`src/rtl/proc_core_pkg.sv`:
```
// Shared definitions for proc_core: opcode encodings and the active-low
// seven-segment glyph table (bit6 = a ... bit0 = g).
package proc_core_pkg;

  localparam logic [1:0] OP_ADD   = 2'b00;
  localparam logic [1:0] OP_LOAD  = 2'b01;
  localparam logic [1:0] OP_STORE = 2'b10;
  localparam logic [1:0] OP_JMP   = 2'b11;

  localparam logic [6:0] SEG_LUT [0:15] = '{
    7'b0000001, 7'b1001111, 7'b0010010, 7'b0000110,
    7'b1001100, 7'b0100100, 7'b0100000, 7'b0001111,
    7'b0000000, 7'b0000100, 7'b0001000, 7'b1100000,
    7'b0110001, 7'b1000010, 7'b0110000, 7'b0111000
  };

endpackage

```
`src/rtl/proc_core_seg7_hex.sv`:
```
// One hex digit to an active-low seven-segment pattern.
module seg7_hex
  import proc_core_pkg::*;
(
  input  logic [3:0] hex,
  output logic [6:0] seg
);

  assign seg = SEG_LUT[hex];

endmodule

```
`src/rtl/proc_core.sv`:
```
// 8-bit single-cycle processor: 4 registers, 16-byte data memory, external
// instruction ROM, and hex displays for |OUT|, PC and the current opcode.
module proc_core
  import proc_core_pkg::*;
#(
  parameter int CLK_DIV = 1
)
(
  input  logic       CLK_osc,
  input  logic       RST,
  input  logic       HALT,
  input  logic [7:0] inst,
  output logic [7:0] readAddr,
  output logic [6:0] segOut16,
  output logic [6:0] segOut1,
  output logic [6:0] segPc16,
  output logic [6:0] segPc1,
  output logic [6:0] segOpcode,
  output logic       negLED
);

  localparam int CNT_W = (CLK_DIV > 1) ? $clog2(CLK_DIV) : 1;

  logic [7:0]       pc;
  logic [7:0]       regs [4];
  logic [7:0]       out_r;
  logic [7:0]       dmem [16];
  logic [CNT_W-1:0] div_cnt;
  logic             en;

  logic [1:0]        op, rs, rt, rd;
  logic [7:0]        rs_val, rt_val, add_res, pc_next, out_mag;
  logic signed [3:0] imm_s;
  logic signed [7:0] off_s;
  logic [3:0]        maddr;

  assign op = inst[7:6];
  assign rs = inst[5:4];
  assign rt = inst[3:2];
  assign rd = inst[1:0];

  // Sign-extending imm2 only to 4 bits is enough: the memory address keeps 4 bits.
  assign imm_s   = {{2{inst[1]}}, inst[1:0]};
  assign off_s   = {{2{inst[5]}}, inst[5:0]};
  assign rs_val  = regs[rs];
  assign rt_val  = regs[rt];
  assign add_res = rs_val + rt_val;
  assign maddr   = rs_val[3:0] + $unsigned(imm_s);
  assign pc_next = (op == OP_JMP) ? (pc + 8'd1 + $unsigned(off_s)) : (pc + 8'd1);
  assign en      = (div_cnt == CNT_W'(CLK_DIV - 1));

  always_ff @(posedge CLK_osc) begin
    if (RST) begin
      pc      <= '0;
      out_r   <= '0;
      div_cnt <= '0;
      for (int i = 0; i < 4; i++)  regs[i] <= '0;
      for (int i = 0; i < 16; i++) dmem[i] <= 8'(i);
    end else if (!HALT) begin
      div_cnt <= en ? '0 : div_cnt + CNT_W'(1);
      if (en) begin
        pc <= pc_next;
        case (op)
          OP_ADD: begin
            regs[rd] <= add_res;
            out_r    <= add_res;
          end
          OP_LOAD: begin
            regs[rt] <= dmem[maddr];
            out_r    <= dmem[maddr];
          end
          OP_STORE: begin
            dmem[maddr] <= rt_val;
            out_r       <= rt_val;
          end
          default: ;
        endcase
      end
    end
  end

  // 0x80 has no positive counterpart; negating it yields 0x80, shown as "80".
  assign out_mag  = out_r[7] ? (~out_r + 8'd1) : out_r;
  assign negLED   = out_r[7];
  assign readAddr = pc;

  seg7_hex u_seg_out16 (.hex(out_mag[7:4]),   .seg(segOut16));
  seg7_hex u_seg_out1  (.hex(out_mag[3:0]),   .seg(segOut1));
  seg7_hex u_seg_pc16  (.hex(pc[7:4]),        .seg(segPc16));
  seg7_hex u_seg_pc1   (.hex(pc[3:0]),        .seg(segPc1));
  seg7_hex u_seg_op    (.hex({2'b00, op}),    .seg(segOpcode));

endmodule

```
`config.mk`:
```
export PLATFORM = sky130hd
export DESIGN_NAME = proc_core
export DESIGN_NICKNAME = d
export VERILOG_FILES = /design/src/rtl/proc_core_pkg.sv /design/src/rtl/proc_core_seg7_hex.sv /design/src/rtl/proc_core.sv
export SDC_FILE = /design/constraint.sdc
export NUM_CORES = 1
export LEC_CHECK = 0
export ABC_CLOCK_PERIOD_IN_PS = 4050
export CAP_MARGIN = 15
export CORE_ASPECT_RATIO = 1.4
export CORE_MARGIN = 2
export CORE_UTILIZATION = 55
export DETAILED_ROUTE_END_ITERATION = 10
export PLACE_DENSITY = 0.77
export SKIP_CTS_REPAIR_TIMING = 1
export SYNTH_ARGS = -nofsm -noshare
export SYNTH_HDL_FRONTEND = slang
export SYNTH_SLANG_ARGS = --single-unit
```
`constraint.sdc`:
```
create_clock -name CLK_osc -period 4.05 [get_ports CLK_osc]
set_input_delay 0.81 -clock CLK_osc [delete_from_list [all_inputs] [get_ports CLK_osc]]
set_output_delay 0.81 -clock CLK_osc [all_outputs]
set_load 0.03 [all_outputs]
```
Word level (Yosys, flattened, before mapping)
Memory sizes are Yosys's and may differ from the RTL's.
Cells that the tools add are included.
{"block": "totals", "memories": 7, "mem_bits_rw": 160, "register_bits": 17, "word_cells": 79, "output_inout_bits": 44, "rom_bits": 560}
{"block": "classes", "n_reduce_logical": 7, "order_cmp": 5, "bitwise": 8, "n_addsub": 6, "mux": 40, "eq_ne": 3}
{"name": "dmem", "words": 16, "word_bits": 8, "read_ports": 1, "rd_ports_with_merged_regs": 0, "write_ports": 16, "line": "proc_core.sv:27", "source": "logic [7:0] dmem [16];"}
{"name": "(no name shown)", "words": 16, "word_bits": 7, "read_ports": 1, "rd_ports_with_merged_regs": 0, "write_ports": 0, "line": "proc_core_seg7_hex.sv:9", "source": "assign seg = SEG_LUT[hex];"}
{"name": "(no name shown)", "words": 16, "word_bits": 7, "read_ports": 1, "rd_ports_with_merged_regs": 0, "write_ports": 0, "line": "proc_core_seg7_hex.sv:9"}
{"name": "(no name shown)", "words": 16, "word_bits": 7, "read_ports": 1, "rd_ports_with_merged_regs": 0, "write_ports": 0, "line": "proc_core_seg7_hex.sv:9"}
{"name": "(no name shown)", "words": 16, "word_bits": 7, "read_ports": 1, "rd_ports_with_merged_regs": 0, "write_ports": 0, "line": "proc_core_seg7_hex.sv:9"}
{"name": "(no name shown)", "words": 16, "word_bits": 7, "read_ports": 1, "rd_ports_with_merged_regs": 0, "write_ports": 0, "line": "proc_core_seg7_hex.sv:9"}
{"name": "1 more memories"}
{"operator": "7-bit 2-to-1 mux", "n": 10}
{"operator": "8-bit 2-to-1 mux", "n": 5}
{"operator": "5-bit >= comparator, second input constant", "n": 5}
{"operator": "8-bit one-hot mux with 3 select lines", "n": 1}
{"operator": "8-bit OR reduction", "n": 3}
{"operator": "1-bit 2-to-1 mux", "n": 21}
{"operator": "4-bit inverter with 5-bit output", "n": 4}
{"operator": "8-bit by 1-bit adder with 8-bit output, second input constant", "n": 2}
{"operator": "8-bit adder", "n": 2}
{"operator": "8-bit inverter", "n": 1}
{"operator": "2-bit inverter with 5-bit output", "n": 1}
{"operator": "4-bit adder", "n": 1}
{"operator": "2-bit equality test, second input constant", "n": 2}
{"operator": "2-bit 2-to-1 mux", "n": 2}
{"operator": "4-bit 2-to-1 mux", "n": 1}
{"operator": "3-bit AND reduction", "n": 1}
{"operator": "3-bit nonzero test", "n": 1}
{"operator": "2-bit by 1-bit equality test with 1-bit output, second input constant", "n": 1}
{"operator": "2-bit logical NOT", "n": 1}
{"operator": "1-bit inverter", "n": 2}
{"operator": "2-bit AND reduction", "n": 1}
{"operator": "1-bit adder, second input constant", "n": 1}

Longest topological paths before layout
{"block": "logic_depth", "depth_word": 9, "ltp_mapped": 16, "mapped_depth_nobuf": 13}

Hierarchy
A second synthesis with hierarchy kept.
{"block": "unflattened", "cells_unflattened": 928, "hier_area_um2": 10631.4}
{"module": "proc_core", "cells_per_inst": 763, "area_each_um2": 9286.4, "instances": 1}
{"module": "seg7_hex", "cells_per_inst": 33, "area_each_um2": 269.0, "instances": 5}

Least setup slack after synthesis
No wires, ideal clock.
{"block": "synth_path", "kind": "input to register", "from": "in inst[5]", "to": "mem regs[2][3], data pin", "setup_ns": 0.276, "required_ns": 3.774, "arrival_time_ns": 3.978, "path_buffers": 3, "setup_slack_ns": -0.204, "path_stages": 10, "path_cell_list": "clkbuf_1 > mux4_2 > ha_1 > fa_1 > clkbuf_1 > clkbuf_1 > mux4_2 > mux2_2 > a221oi_1 > nor2_1"}
{"element": "from (decl)", "line": "proc_core.sv:12", "source": "input logic [7:0] inst,"}
{"element": "to (decl)", "line": "proc_core.sv:25", "source": "logic [7:0] regs [4];"}

==> metrics.txt <==
GR Util met1=0.3241; RSZ-0062 raised after global routing=false; worst path arrival time=between 4 and 5 ns; period utilization=0.9665; worst skew pair latency=about 0.43 ns; synth-to-layout area growth=21.70%; CP Cell Sequence=clkdlybuf4s50_1, mux4_2, ha_2, fa_1, buf_12, mux4_2, mux2_2, a221oi_1, buf_4, nor2_1; cell count along the critical path=10; Yosys reg bits=176; CP bufs+invs=3; antenna-violating nets left=0; Total Routing Usage GR=0.2806; Max Clk Rate=between 200 and 300 MHz; die height=166.2 µm; final wirelength=approximately 27000 µm; antenna cells=0; IO Pins=55; IO buf count=53; Synth top cells by count=nor2_1, edfxtp_1, nand2_1, ha_1; GRT Residual Overflow=0; root buffer cell=clkbuf_16; fin. max-slew vios=0; Crit path top cell by count=mux4_2; Ys Warns=0; kind of critical path=input port to register; Clock Path Buffers=2; Post-Syn Instances=934; routability congestion estimate=roughly 0.96; count leader, synth=nor2_1; Power Total=approximately 5300 µW; die area=~20000 µm²; register area=5125 µm²; TritonCTS buffer count=17; first-pass GRT wire length=approximately 43000 µm; Initial Utilization=0.5576; relative slew slack=0.4949; Post-synth EDFFs=160; antenna violations before repair=0; DR pass1 iterations=5; Peak VDD IR=between 200 and 300 µV; final clock skew=about 0.0079 ns; Final Setup Violations=0; CP delay by family, top=multiplexers; Mapped Area=about 10000 µm²; P per Cell Area=423.5 nW/µm²; number of global-route vias before repair=7955; multi-input logic area=~5000 µm²; core area=around 19000 µm²; asr flop ratio synth=0; TritonCTS clock tree=yes; Slowest-stage cell, CP=fa_1; fin crit period=a little under 4 ns; largest net degree at the start of global routing=31; area share of the largest cell type after synthesis=0.4651; cell taking the most area after synthesis=edfxtp_1; DRC viols=0; critical path fanouts, max=30; pin slew with the least headroom to its limit=between 0.7 and 0.8 ns; ys flop type=edfxtp_1; HP Class=register to register; WP data required=between 4 and 5 ns; Mapped Nets=~1000; setup TNS=0 ns; routing usage on met3=0.03949; CP max stage delay=approximately 0.56 ns; # H-tree levels=4; register area share after synthesis=0.4961; layout cells sized above 1=0.2066; reg2reg path depth=9; Netlist cell types=64; Via Count=about 8000; status=finished clean; final hold vios=0; Max Cap Viol=0; busiest grt layer=met2; Via density=approximately 6; Nets=around 1100; Syn Area/Cell=approximately 11 µm²; WL per Instance=between 20 and 25 µm; Fill cells=around 1300; num rows=59; clock tree sinks=176; clock-pin slew on the worst setup and hold paths=~0.06 ns; crit end category=register; P_leak=0.004938 µW; WHS Path Cells=2; Final HPWL DP=20130 µm; initial DRC count=approximately 640; met2 Use GR=0.4979; post-layout util=0.6786; die span in x=119.8 µm; Setup crit start kind=input port; Area contributors post-synth=edfxtp_1, mux4_2, nor2_1
## cell families (layout without fill, tap and decap cells)
| kind of cell | count (synthesis) | after routing | synth area share |
|---|---|---|---|
| AOI/OAI and AO/OA | 131 | 131 | 0.08490 |
| xor gates and xnor gates | 24 | 24 | 0.02168 |
| adders and majority gates | 52 | 52 | 0.06516 |
| buffers and inverters | 91 | 241 | 0.03597 |
| DFF | 176 | 176 | 0.4961 |
| muxes | 82 | 82 | 0.1326 |
| other | 1 | 1 | 0.0003630 |
| and+or+nand+nor | 377 | 377 | 0.1633 |
## layout by cell type, fill, tap and decap left out, drive strengths merged, types with 8 or more instances in the layout
| master | n |
|---|---|
| a211oi | 9 |
| a21o | 8 |
| a21oi | 27 |
| a221oi | 8 |
| buf | 118 |
| clkbuf | 20 |
| clkdlybuf4s50 | 48 |
| dfxtp | 16 |
| edfxtp | 160 |
| ha | 49 |
| inv | 44 |
| mux2 | 19 |
| mux2i | 21 |
| mux4 | 42 |
| nand2 | 97 |
| nand2b | 10 |
| nand3 | 31 |
| nor2 | 166 |
| nor2b | 8 |
| nor3 | 20 |
| o21ai | 28 |
| xnor2 | 14 |
| xor2 | 9 |
## registers in the layout, indices dropped and copies added, names as in the netlist
name / count
dmem: 128
regs: 32
out_r: 8
readAddr: 8
## metal layers
layer,up-vias,wire (µm)
li1,3692,-
met4,0,1488
met1,3886,9760
met2,314,14500
met3,78,1335
met5,-,0
## power breakdown
part / total, µW / internal [µW] / switching (µW)
Sequential: 2120 / 2050 / 62.4
Combinational: 1570 / 685 / 885
Clock: 1640 / 926 / 713
## stage by stage
step           hold slack (ns)  instances  setup WS (ns)  area, µm²
6_report                0.5763       1328         0.1359      12570
5_1_grt                 0.6307       1328        0.01217      12570
4_1_cts                 0.5492       1328       -0.07919      12510
3_5_place_dp            0.5404       1296        -0.2696      11930
3_3_place_gp            0.5337       1296        -0.2687      11930
2_1_floorplan           0.5127        934        0.06393      10340
## worst paths after layout
| path | start | end | slack [ns] |
|---|---|---|---|
| max | inst[4] | regs[1][3] | 0.14 |
| min | out_r[5] | out_r[5] | 0.58 |
| min reg2reg | out_r[5] | out_r[5] | 0.58 |
| max reg2reg | regs[3][0] | regs[1][3] | 0.71 |
## tightest hold or removal path, cell delays in order, from the launching register on
cell and delay [ns]:
dfxtp_1 0.36, nor2_1 0.12, nor4_1 0.05
## area by class of cell
class	count	share of cell area
Clock buffer	20	0.03473
Clock inverter	12	0.01184
Inverter	38	0.01134
Multi-Input combinational cell	667	0.3886
Sequential cell	176	0.4076
Tap cell	244	0.02428
Timing Repair Buffer	171	0.1216
(Power assumes the default switching activity.)
==> RTL change, RTL diff (same flow settings) <==
Put a register stage on the output `negLED`, cleared by the reset. The value now appears one clock later. The other outputs are not delayed to match.
--- a/src/rtl/proc_core.sv
+++ b/src/rtl/proc_core.sv
@@ -81,7 +81,13 @@
 
   // 0x80 has no positive counterpart; negating it yields 0x80, shown as "80".
   assign out_mag  = out_r[7] ? (~out_r + 8'd1) : out_r;
-  assign negLED   = out_r[7];
+  always_ff @(posedge CLK_osc) begin
+    if (RST) begin
+      negLED <= '0;
+    end else begin
+      negLED <= out_r[7];
+    end
+  end
   assign readAddr = pc;
 
   seg7_hex u_seg_out16 (.hex(out_mag[7:4]),   .seg(segOut16));
Behaviour: no difference found for any inputs over 4 cycles, from zero or initial values and one cycle with RST high; that may be too few to reach the edited logic, so the function may still have changed.
==> RTL change against the unedited design <==
- register-to-register slack got worse by 190 ps
- routed wire length is 0.78% lower
- area after synthesis fell by 0.78%
- cell area rose by 0.73%
- final cell count down 0.60%
- global-route usage fell by 0.12 points
- power is 0.74% lower
- sequential cell count grew 1
- setup slack improved by 32 ps
- first-iteration DRC count increased by 6.9%
- critical endpoint is now regs[0][0]
- largest cell class unchanged
==> RTL change: results (changes against the unedited design) <==
* Cell area after placement at 12,000 um2 (was 11,900 um2)
* Net count after synthesis at 972 (was 997)
* Number of ordinary and repair buffers in the finished layout at 189 (was 171)
* Outcome: finished, final reports clean (unchanged)
* Reported clock group power at 1.59 mW (was 1.64 mW)
* Portion of total power attributed to combinational logic at 29.9% (was 29.5%)
* NumNets Final at 1,127 (was 1,134)
* Leakage power summed over all cells at 4.97 nW (was 4.94 nW)
* Grt met2 use at 50.9% (was 49.8%)
* Cell types with the largest area share after synthesis: sky130_fd_sc_hd__edfxtp_1 (47%), sky130_fd_sc_hd__mux4_2 (9.0%), sky130_fd_sc_hd__nor2_1 (6.2%) (was sky130_fd_sc_hd__edfxtp_1 (47%), sky130_fd_sc_hd__mux4_2 (9.2%), sky130_fd_sc_hd__nor2_1 (6.0%))
* Sequential-to-total area share from yosys stat at 50.2% (was 49.6%)
* Starting DRC count in detailed routing at 683 (was 639)
* First-pass GRT wire length at 41,300 um (was 42,600 um)
* Fraction of the mapped netlist area in adder cells at 6.69% (was 6.52%)
* Fill cell count at 1,328 (was 1,341)
* Largest delay contributor family on the critical path: buffers and inverters (was multiplexers)
* Number of flip-flops and latches at 177 (was 176)
* Data buffer area share at 13.8% (was 12.2%)
* Ratio of total power to cell area at 417 nW/um2 (was 423 nW/um2)
* Fraction of met3 tracks used by global routing at 4.26% (was 3.95%)
* Switching portion of total power at 32.0% (was 31.2%)
* Largest net degree at the start of global routing at 24 (was 31)
* Arrival time at the worst endpoint at 4180 ps (was 4100 ps)
* Compound-gate portion of the synthesized area at 7.75% (was 8.49%)
* Post-Syn Instances at 908 (was 934)
* Setup Slack @ Placement at -458 ps (was -270 ps)
* Inverter count of the layout excluding clock inverters at 39 (was 38)
* Routed via count at 7,847 (was 7,970)
* Highest-delay cell along the critical path: sky130_fd_sc_hd__clkdlybuf4s50_1 (was sky130_fd_sc_hd__fa_1)
* Sequential cell area share at 40.6% (was 40.8%)
* Number of distinct library cells after synthesis at 63 (was 64)
* Area used by multi-input combinational logic at 4750 um2 (was 4890 um2)
* Xor-xnor portion of the synthesized cell area at 2.54% (was 2.17%)
* Max-slew headroom at 34.8% (was 49.5%)
* Routed via count divided by cell count at 5.94 (was 6.00)
* Critical Path Fanout Max at 16 (was 30)
-- RTL change: changes by cell type after synthesis, moves of 5 or more --
| cell | before | now |
|---|---|---|
| sky130_fd_sc_hd__nand3_1 | 31 | 22 |
| sky130_fd_sc_hd__mux2i_1 | 21 | 33 |
| sky130_fd_sc_hd__nor3_1 | 19 | 12 |
| sky130_fd_sc_hd__mux2_2 | 19 | 9 |
| sky130_fd_sc_hd__clkbuf_1 | 42 | 34 |
| sky130_fd_sc_hd__nand4_1 | 7 | 2 |
| sky130_fd_sc_hd__nand2b_1 | 10 | 29 |
| sky130_fd_sc_hd__a22oi_1 | 2 | 7 |
| sky130_fd_sc_hd__nand2_1 | 94 | 84 |
| sky130_fd_sc_hd__a21oi_1 | 27 | 20 |
-- RTL change: path summary, 6_finish.rpt --
path,start,to,slack [ps],depth (start not counted)
worst max-delay path,inst[5],regs[0][0],170,13
worst min-delay path,out_r[0],out_r[0],570,2
worst max register to register,regs[3][0],out_r[1],520,10
worst min register to register,out_r[0],out_r[0],570,2
